File: config.mk
export PLATFORM = sky130hd
export DESIGN_NAME = pipelined_adder_flat
export DESIGN_NICKNAME = d
export VERILOG_FILES = /design/src/rtl/pipelined_adder_if.sv /design/src/rtl/pipelined_adder.sv /design/src/flat_wrapper.sv
export SDC_FILE = /design/constraint.sdc
export NUM_CORES = 1
export LEC_CHECK = 0
export ABC_AREA = 1
export ABC_CLOCK_PERIOD_IN_PS = 4800
export BUFFER_PORTS_ARGS = -buffer_cell sky130_fd_sc_hd__buf_2
export CORE_MARGIN = 4
export CORE_UTILIZATION = 25
export CTS_CLUSTER_DIAMETER = 200
export DETAILED_ROUTE_END_ITERATION = 10
export GPL_ROUTABILITY_DRIVEN = 0
export PLACE_DENSITY_LB_ADDON = 0.2
export SETUP_SLACK_MARGIN = 0.5
export SLEW_MARGIN = 20
export SYNTH_ARGS = -nofsm -noshare
export SYNTH_HDL_FRONTEND = slang
export SYNTH_SLANG_ARGS = --single-unit
File: constraint.sdc
create_clock -name clk -period 4.8 [get_ports clk]
set_input_delay 0.96 -clock clk [delete_from_list [all_inputs] [get_ports clk]]
set_output_delay 0.96 -clock clk [all_outputs]
set_load 0.05 [all_outputs]
File: src/rtl/pipelined_adder_if.sv
// Operand/result handshake bundle for pipelined_adder: valid/ready on both ends plus flags.
interface pipelined_adder_if #(
  parameter int unsigned N = 32
) ();
  logic         in_valid;
  logic         in_ready;
  logic [N-1:0] A;
  logic [N-1:0] B;
  logic         C_in;
  logic         sub;
  logic         out_valid;
  logic         out_ready;
  logic [N-1:0] Y;
  logic         C_out;
  logic         V;
  logic         Z;

  modport master (
    output in_valid, A, B, C_in, sub, out_ready,
    input  in_ready, out_valid, Y, C_out, V, Z
  );

  modport slave (
    input  in_valid, A, B, C_in, sub, out_ready,
    output in_ready, out_valid, Y, C_out, V, Z
  );
endinterface

File: src/rtl/pipelined_adder.sv
// Pipelined add/subtract: N bits split into STAGES slices, one slice per cycle, with flags.
// Define ADDER_SATURATE_EN to clamp Y to the signed extreme on overflow.
module pipelined_adder #(
  parameter int unsigned N      = 32,
  parameter int unsigned STAGES = 4
) (
  input  logic            clk,
  input  logic            rst_n,
  pipelined_adder_if.slave bus
);

  localparam int unsigned W = (STAGES == 0) ? 1 : N / STAGES;

  if ((STAGES < 1) || (STAGES > N) || ((N % STAGES) != 0)) begin : g_bad_cfg
    $error("pipelined_adder: STAGES must be in 1..N and divide N");
  end
  if ($bits(bus.A) != N) begin : g_bad_if
    $error("pipelined_adder: interface width does not match N");
  end

  logic         stall;
  logic [N-1:0] y_q;
  logic         cout_q, v_q, z_q;

  for (genvar k = 0; k < STAGES; k++) begin : g_stage
    logic [N-1:0] a_d, bp_d, r_d, r_nx;
    logic         c_d, v_d, vld_q;
    logic [W:0]   sl;

    if (k == 0) begin : g_src
      assign a_d  = bus.A;
      assign bp_d = bus.sub ? ~bus.B : bus.B;
      assign r_d  = '0;
      assign c_d  = bus.sub | bus.C_in;
      assign v_d  = bus.in_valid;
    end else begin : g_src
      assign a_d  = g_stage[k-1].g_reg.a_q;
      assign bp_d = g_stage[k-1].g_reg.bp_q;
      assign r_d  = g_stage[k-1].g_reg.r_q;
      assign c_d  = g_stage[k-1].g_reg.c_q;
      assign v_d  = g_stage[k-1].vld_q;
    end

    assign sl = {1'b0, a_d[k*W +: W]} + {1'b0, bp_d[k*W +: W]} + {{W{1'b0}}, c_d};

    always_comb begin
      r_nx            = r_d;
      r_nx[k*W +: W]  = sl[W-1:0];
    end

    // The whole pipe advances together; bubbles are never squeezed out.
    always_ff @(posedge clk or negedge rst_n) begin
      if (!rst_n) begin
        vld_q <= 1'b0;
      end else if (!stall) begin
        vld_q <= v_d;
      end
    end

    if (k < STAGES - 1) begin : g_reg
      logic [N-1:0] a_q, bp_q, r_q;
      logic         c_q;

      always_ff @(posedge clk or negedge rst_n) begin
        if (!rst_n) begin
          a_q  <= '0;
          bp_q <= '0;
          r_q  <= '0;
          c_q  <= 1'b0;
        end else if (!stall && v_d) begin
          a_q  <= a_d;
          bp_q <= bp_d;
          r_q  <= r_nx;
          c_q  <= sl[W];
        end
      end
    end else begin : g_last
      logic [N-1:0] y_fin;
      logic         v_fin;
      logic         unused_ops;

      assign v_fin = (a_d[N-1] == bp_d[N-1]) && (r_nx[N-1] != a_d[N-1]);
`ifdef ADDER_SATURATE_EN
      assign y_fin = !v_fin   ? r_nx :
                     a_d[N-1] ? {1'b1, {(N-1){1'b0}}} : {1'b0, {(N-1){1'b1}}};
`else
      assign y_fin = r_nx;
`endif
      assign unused_ops = ^{a_d, bp_d};

      // Result and flags only move when a valid op lands, so they hold across bubbles.
      always_ff @(posedge clk or negedge rst_n) begin
        if (!rst_n) begin
          y_q    <= '0;
          cout_q <= 1'b0;
          v_q    <= 1'b0;
          z_q    <= 1'b0;
        end else if (!stall && v_d) begin
          y_q    <= y_fin;
          cout_q <= sl[W];
          v_q    <= v_fin;
          z_q    <= (y_fin == '0);
        end
      end
    end
  end

  assign stall         = g_stage[STAGES-1].vld_q && !bus.out_ready;
  assign bus.in_ready  = !stall;
  assign bus.out_valid = g_stage[STAGES-1].vld_q;
  assign bus.Y         = y_q;
  assign bus.C_out     = cout_q;
  assign bus.V         = v_q;
  assign bus.Z         = z_q;

endmodule

File: src/flat_wrapper.sv
// flat-port wrapper written by rule: the top's interface ports become plain ports
module pipelined_adder_flat 
#(
  parameter int unsigned N      = 32,
  parameter int unsigned STAGES = 4
)
  (clk, rst_n, bus_in_valid, bus_A, bus_B, bus_C_in, bus_sub, bus_out_ready, bus_in_ready, bus_out_valid, bus_Y, bus_C_out, bus_V, bus_Z);
  pipelined_adder_if #(.N(N)) bus_i ();
  input  logic clk;
  input  logic rst_n;
  input wire logic [$bits(bus_i.in_valid)-1:0] bus_in_valid;
  input wire logic [$bits(bus_i.A)-1:0] bus_A;
  input wire logic [$bits(bus_i.B)-1:0] bus_B;
  input wire logic [$bits(bus_i.C_in)-1:0] bus_C_in;
  input wire logic [$bits(bus_i.sub)-1:0] bus_sub;
  input wire logic [$bits(bus_i.out_ready)-1:0] bus_out_ready;
  output wire logic [$bits(bus_i.in_ready)-1:0] bus_in_ready;
  output wire logic [$bits(bus_i.out_valid)-1:0] bus_out_valid;
  output wire logic [$bits(bus_i.Y)-1:0] bus_Y;
  output wire logic [$bits(bus_i.C_out)-1:0] bus_C_out;
  output wire logic [$bits(bus_i.V)-1:0] bus_V;
  output wire logic [$bits(bus_i.Z)-1:0] bus_Z;
  assign bus_i.in_valid = bus_in_valid;
  assign bus_i.A = bus_A;
  assign bus_i.B = bus_B;
  assign bus_i.C_in = bus_C_in;
  assign bus_i.sub = bus_sub;
  assign bus_i.out_ready = bus_out_ready;
  assign bus_in_ready = bus_i.in_ready;
  assign bus_out_valid = bus_i.out_valid;
  assign bus_Y = bus_i.Y;
  assign bus_C_out = bus_i.C_out;
  assign bus_V = bus_i.V;
  assign bus_Z = bus_i.Z;
  pipelined_adder #(.N(N), .STAGES(STAGES)) u_core (.clk(clk), .rst_n(rst_n), .bus(bus_i));
endmodule
; Word level (Yosys, flattened, before mapping)
; Cells that the tools add are included.
[word_totals]
reg_bits = 282
in_bits = 70
out_inout_bits = 37
elab_cells = 42
[op_classes]
n_addsub = 8
n_eq_ne = 2
muxes = 1
bitwise_logic = 2
n_reduce_logical = 9
[op_table]
columns = cell, n
row1 = $add 8x8->9, 4
row2 = $add 9x1->9, 4
row3 = $logic_not 32->1, 1
row4 = $mux 32, 1
row5 = $not 32->32, 1
row6 = $logic_and 1x1->1, 6
row7 = $logic_not 1->1, 2
row8 = $eq 1x1->1, 1
row9 = $ne 1x1->1, 1
row10 = $or 1x1->1, 1

; Depth between registers and ports, before layout
[depth]
ltp_word = 4
mapped_depth = 12

; Least setup slack after synthesis
; No wires, ideal clock.
[synth_path]
path_type = input-to-reg
from = input bus_sub
to = register u_core.g_stage[0].g_reg.c_q
arrival_ps = 2809
required_time_ps = 4723
setup_slack_ps = 1914
path_stages = 12
path_buffers = 2
path_cell_list = buf_2 -> buf_4 -> xnor2_1 -> fa_1 -> fa_1 -> inv_1 -> nand4_1 -> o211ai_1 -> nand2_1 -> nand2_1 -> nand2_1 -> a21oi_1
[synth_between]
elab_chain_len = 3
word_cells_on_any_way = 4
cone_classes = add/sub: 2 / mux: 1 / bitwise: 1
[synth_rtl]
columns = item, line_no
row1 = "start, declared", flat_wrapper.sv:15  ; input wire logic [$bits(bus_i.sub)-1:0] bus_sub;
row2 = $mux 32, pipelined_adder.sv:32  ; assign bp_d = bus.sub ? ~bus.B : bus.B;
row3 = $add 8x8->9, pipelined_adder.sv:44  ; assign sl = {1'b0, a_d[k*W +: W]} + {1'b0, bp_d[k*W +: W]} + {{W{1'b0}}, c_d};
row4 = $add 9x1->9 (*), pipelined_adder.sv:44
row5 = "end signal, assigned", pipelined_adder.sv:74  ; c_q <= sl[W];
row6 = "end, declared", pipelined_adder.sv:62  ; logic c_q;
; Mark *: on every way between the ends. The rest lies on a longest branch, timed or not.
; A chain may end at the register's enable or synchronous reset.

; Worst setup path after layout
; Ends and elaborated chain as after synthesis.

==> impl_metrics.yaml <==
cts:
  clkTransAtPathRegs_ns: 0.08
  cts_max_level: 4
  clk_path_buf_depth: 2
  cts_resized: 0
  cts_made_buffers: 17
  post_cts_buffers: 0
  cts.sinks: 186
  cts_hold_buf: 0
  insertion_delay_ns: 0.43
  cts-root-buf: "clkbuf_16"
  cts_tree: "yes"
synth:
  syn_inst: 979
  yosys.area.top_type: "dfrtp_1"
  ys_seq_area_frac: 0.539
  ys_warn_count: 0
  ys_seq_elements: 186
  ys.flop_type: "dfrtp_1"
  postSynthAreaPerCell_sq_um: 8.82
  synth.most_common_cell: "nand2_1"
  async_reset_ff_frac: 1.00
  syn_area_sq_mm: 0.00864
  synth_area_leaders: "dfrtp_1 (54%), nand2_1 (15%), o21ai_0 (6.0%)"
  synth_edf_count: 0
  synth_top_area_frac: 0.539
  synth_nets: 1085
  ys_types: 32
  synthTopCellsByCount: "nand2_1 (356), dfrtp_1 (186), o21ai_0 (103), inv_1 (76), nor2_1 (39)"
worst_setup_path:
  critPathLaunch: "bus_sub"
  reg2reg_to: "u_core.g_stage[1].g_reg.a_q[22]"
  end_kind: "flip-flop"
  crit_chain: "buf_2 > buf_4 > nor2_1 > fa_1 > fa_1 > inv_1 > nand4_1 > o211ai_1 > nand2_1 > nand2_1 > nand2_1 > a21oi_1"
  cp-start-kind: "primary input"
  crit_top_cell: "nand2_1"
  path_buf_inv: 3
  cp_slowest_stage_delay_ns: 0.46
  critical_path_arrival_ns: 3.09
  r2r-start: "u_core.bus.out_valid"
  cp_max_fo: 32
  cp_top_family: "adder cells"
  rrSetupSlack_ns: 2.43
  ff2ff_path_depth: 5
  slowest_stage: "fa_1"
  required_ns: 5.16
  crit_type: "primary input to flip-flop"
  crit_cells: 12
  setup.worst_path.end: "u_core.g_stage[0].g_reg.c_q"
route:
  met1_length_mm: 11.9
  ant_nets: 0
  vias_per_cell: 4.06
  drcViolationCount: 0
  met2_length_mm: 8.10
  vias: 6208
  routed_wl_mm: 20.8
  drt-wirelength-per-cell_um: 13.6
  first_pass_iters: 4
  drtIter0Drc: 367
  wl_met3_um: 597
  top_layer: "met4"
die:
  die-area_sq_mm: 0.0376
  initial_core_util: 0.256
  boundaryPins: 107
  fp-row-count: 67
  dieHeight_um: 194
  die_w_um: 194
  core-area_sq_mm: 0.0338
global_route:
  grt_max_degree: 75
  grt_pass1_vias: 6310
  grt_antenna_before_repair: 0
  track_usage: 0.115
  grt-ovfl-total: 0
  grt_pass1_wl_mm: 35.2
pwr:
  irDropWorstVdd_mv: 0.265
  power.density_mw_per_mm2: 663
  power.total_mw: 6.73
  leakagePower_nw: 5.13
status:
  outcome: "finished, final reports clean"
final_layout:
  design_area_sq_mm: 0.0101
  drive_gt1_frac: 0.142
  nNetsFinal: 1174
  syn_to_final_growth_pct: 17.5
  n_antenna_cell: 0
  fin_util: 0.300
timing:
  rsz0062_at_grt: "false"
  fin_crit_sh: 0.570
  finalCriticalPeriod_ns: 2.74
  setup_viol: 0
  fin_setup_tns_ns: 0
  skew_ns: 0.0162
  hold_viol_final: 0
  worstMarginPinSlew_ns: 0.913
  fmaxAchievable_ghz: 0.365
  drv_slew: 0
  max_slew_margin: 0.389
place:
  portBuffers: 106
  placed_cell_area_sq_mm: 0.00954
  dp_hpwl_mm: 15.1
min_path:
  min_from: "u_core.g_stage[1].g_reg.r_q[9]"
  hp-class: "flip-flop to flip-flop"
job:
  cap_violations: 0
sequential cells by signal (all words and copies together) (netlist names):
name                       cells
u_core.bus.C_out               1
u_core.bus.V                   1
u_core.bus.Y                  32
u_core.bus.Z                   1
u_core.bus.out_valid           1
u_core.g_stage.g_reg.a_q      48
u_core.g_stage.g_reg.bp_q     48
u_core.g_stage.g_reg.c_q       3
u_core.g_stage.g_reg.r_q      48
u_core.g_stage.vld_q           3
kinds of logic after synthesis:
logic type,after synthesis,share of synthesized area
compound gates,151,0.0902
xor+xnor,43,0.0436
fa+ha+maj,36,0.0591
buf+inv,124,0.0646
flops,186,0.539
simple gates,439,0.204
area by class of cell:
class | count | area, sq um
Fill cell | 3633 | 23600
Sequential cell | 186 | 4650
Multi-Input combinational cell | 669 | 3430
Timing Repair Buffer | 111 | 587
Tap cell | 448 | 561
Clock buffer | 17 | 425
Inverter | 83 | 315
Clock inverter | 15 | 178
power breakdown:
group          internal [mW]  switching [mW]
Clock                  0.746           0.688
Combinational          0.846            1.90
Sequential              2.20           0.352
Total                   3.80            2.94
cell usage in the layout (no fill, tap or decap), drive strengths merged:
cell type  netlist  final
nand2          358    358
dfrtp          186    186
o21ai          124    124
buf             32    111
inv             81     87
nor2            41     41
xnor2           35     35
ha              28     28
nand3           22     22
clkbuf           9     17
nand4           14     14
a21oi           13     13
xor2             8      8
fa               8      8
clkinv           2      8
a31oi            6      6
nand3b           4      4
a21o             3      3
o22ai            3      3
clkinvlp         0      2
o211ai           1      1
a22oi            1      1
bufinv           0      1
worst min-delay path by stage:
stage,cells after the start,to
2_1_floorplan,2,u_core.g_stage[1].g_reg.a_q[31]
3_3_place_gp,2,u_core.g_stage[1].g_reg.r_q[1]
3_5_place_dp,2,u_core.g_stage[1].g_reg.a_q[31]
4_1_cts,2,u_core.g_stage[1].g_reg.r_q[9]
5_1_grt,2,u_core.g_stage[1].g_reg.bp_q[30]
6_report,2,u_core.g_stage[1].g_reg.r_q[9]
worst min-delay path, cell delays in order (launching register included):
cell	delay (ns)
dfrtp_1	0.34
nand2_1	0.05
nand2_1	0.05
metrics by stage:
step / hold WS, ns / cells / setup slack [ns]
after floorplan: 0.442 / 979 / 1.91
after global placement: 0.457 / 1497 / 1.62
after detailed placement: 0.462 / 1497 / 1.58
after CTS: 0.481 / 1529 / 2.05
after global routing: 0.498 / 1529 / 1.87
final: 0.475 / 1529 / 2.06
metal layers:
| layer | GRT usage | vias up |
|---|---|---|
| met2 | 0.154 | 107 |
| li1 | - | 3297 |
| met3 | 0.0212 | 12 |
| met1 | 0.187 | 2792 |
| met5 | 0 | - |
| met4 | 0.0273 | 0 |
No activity file was read; power rests on OpenSTA's default activity.
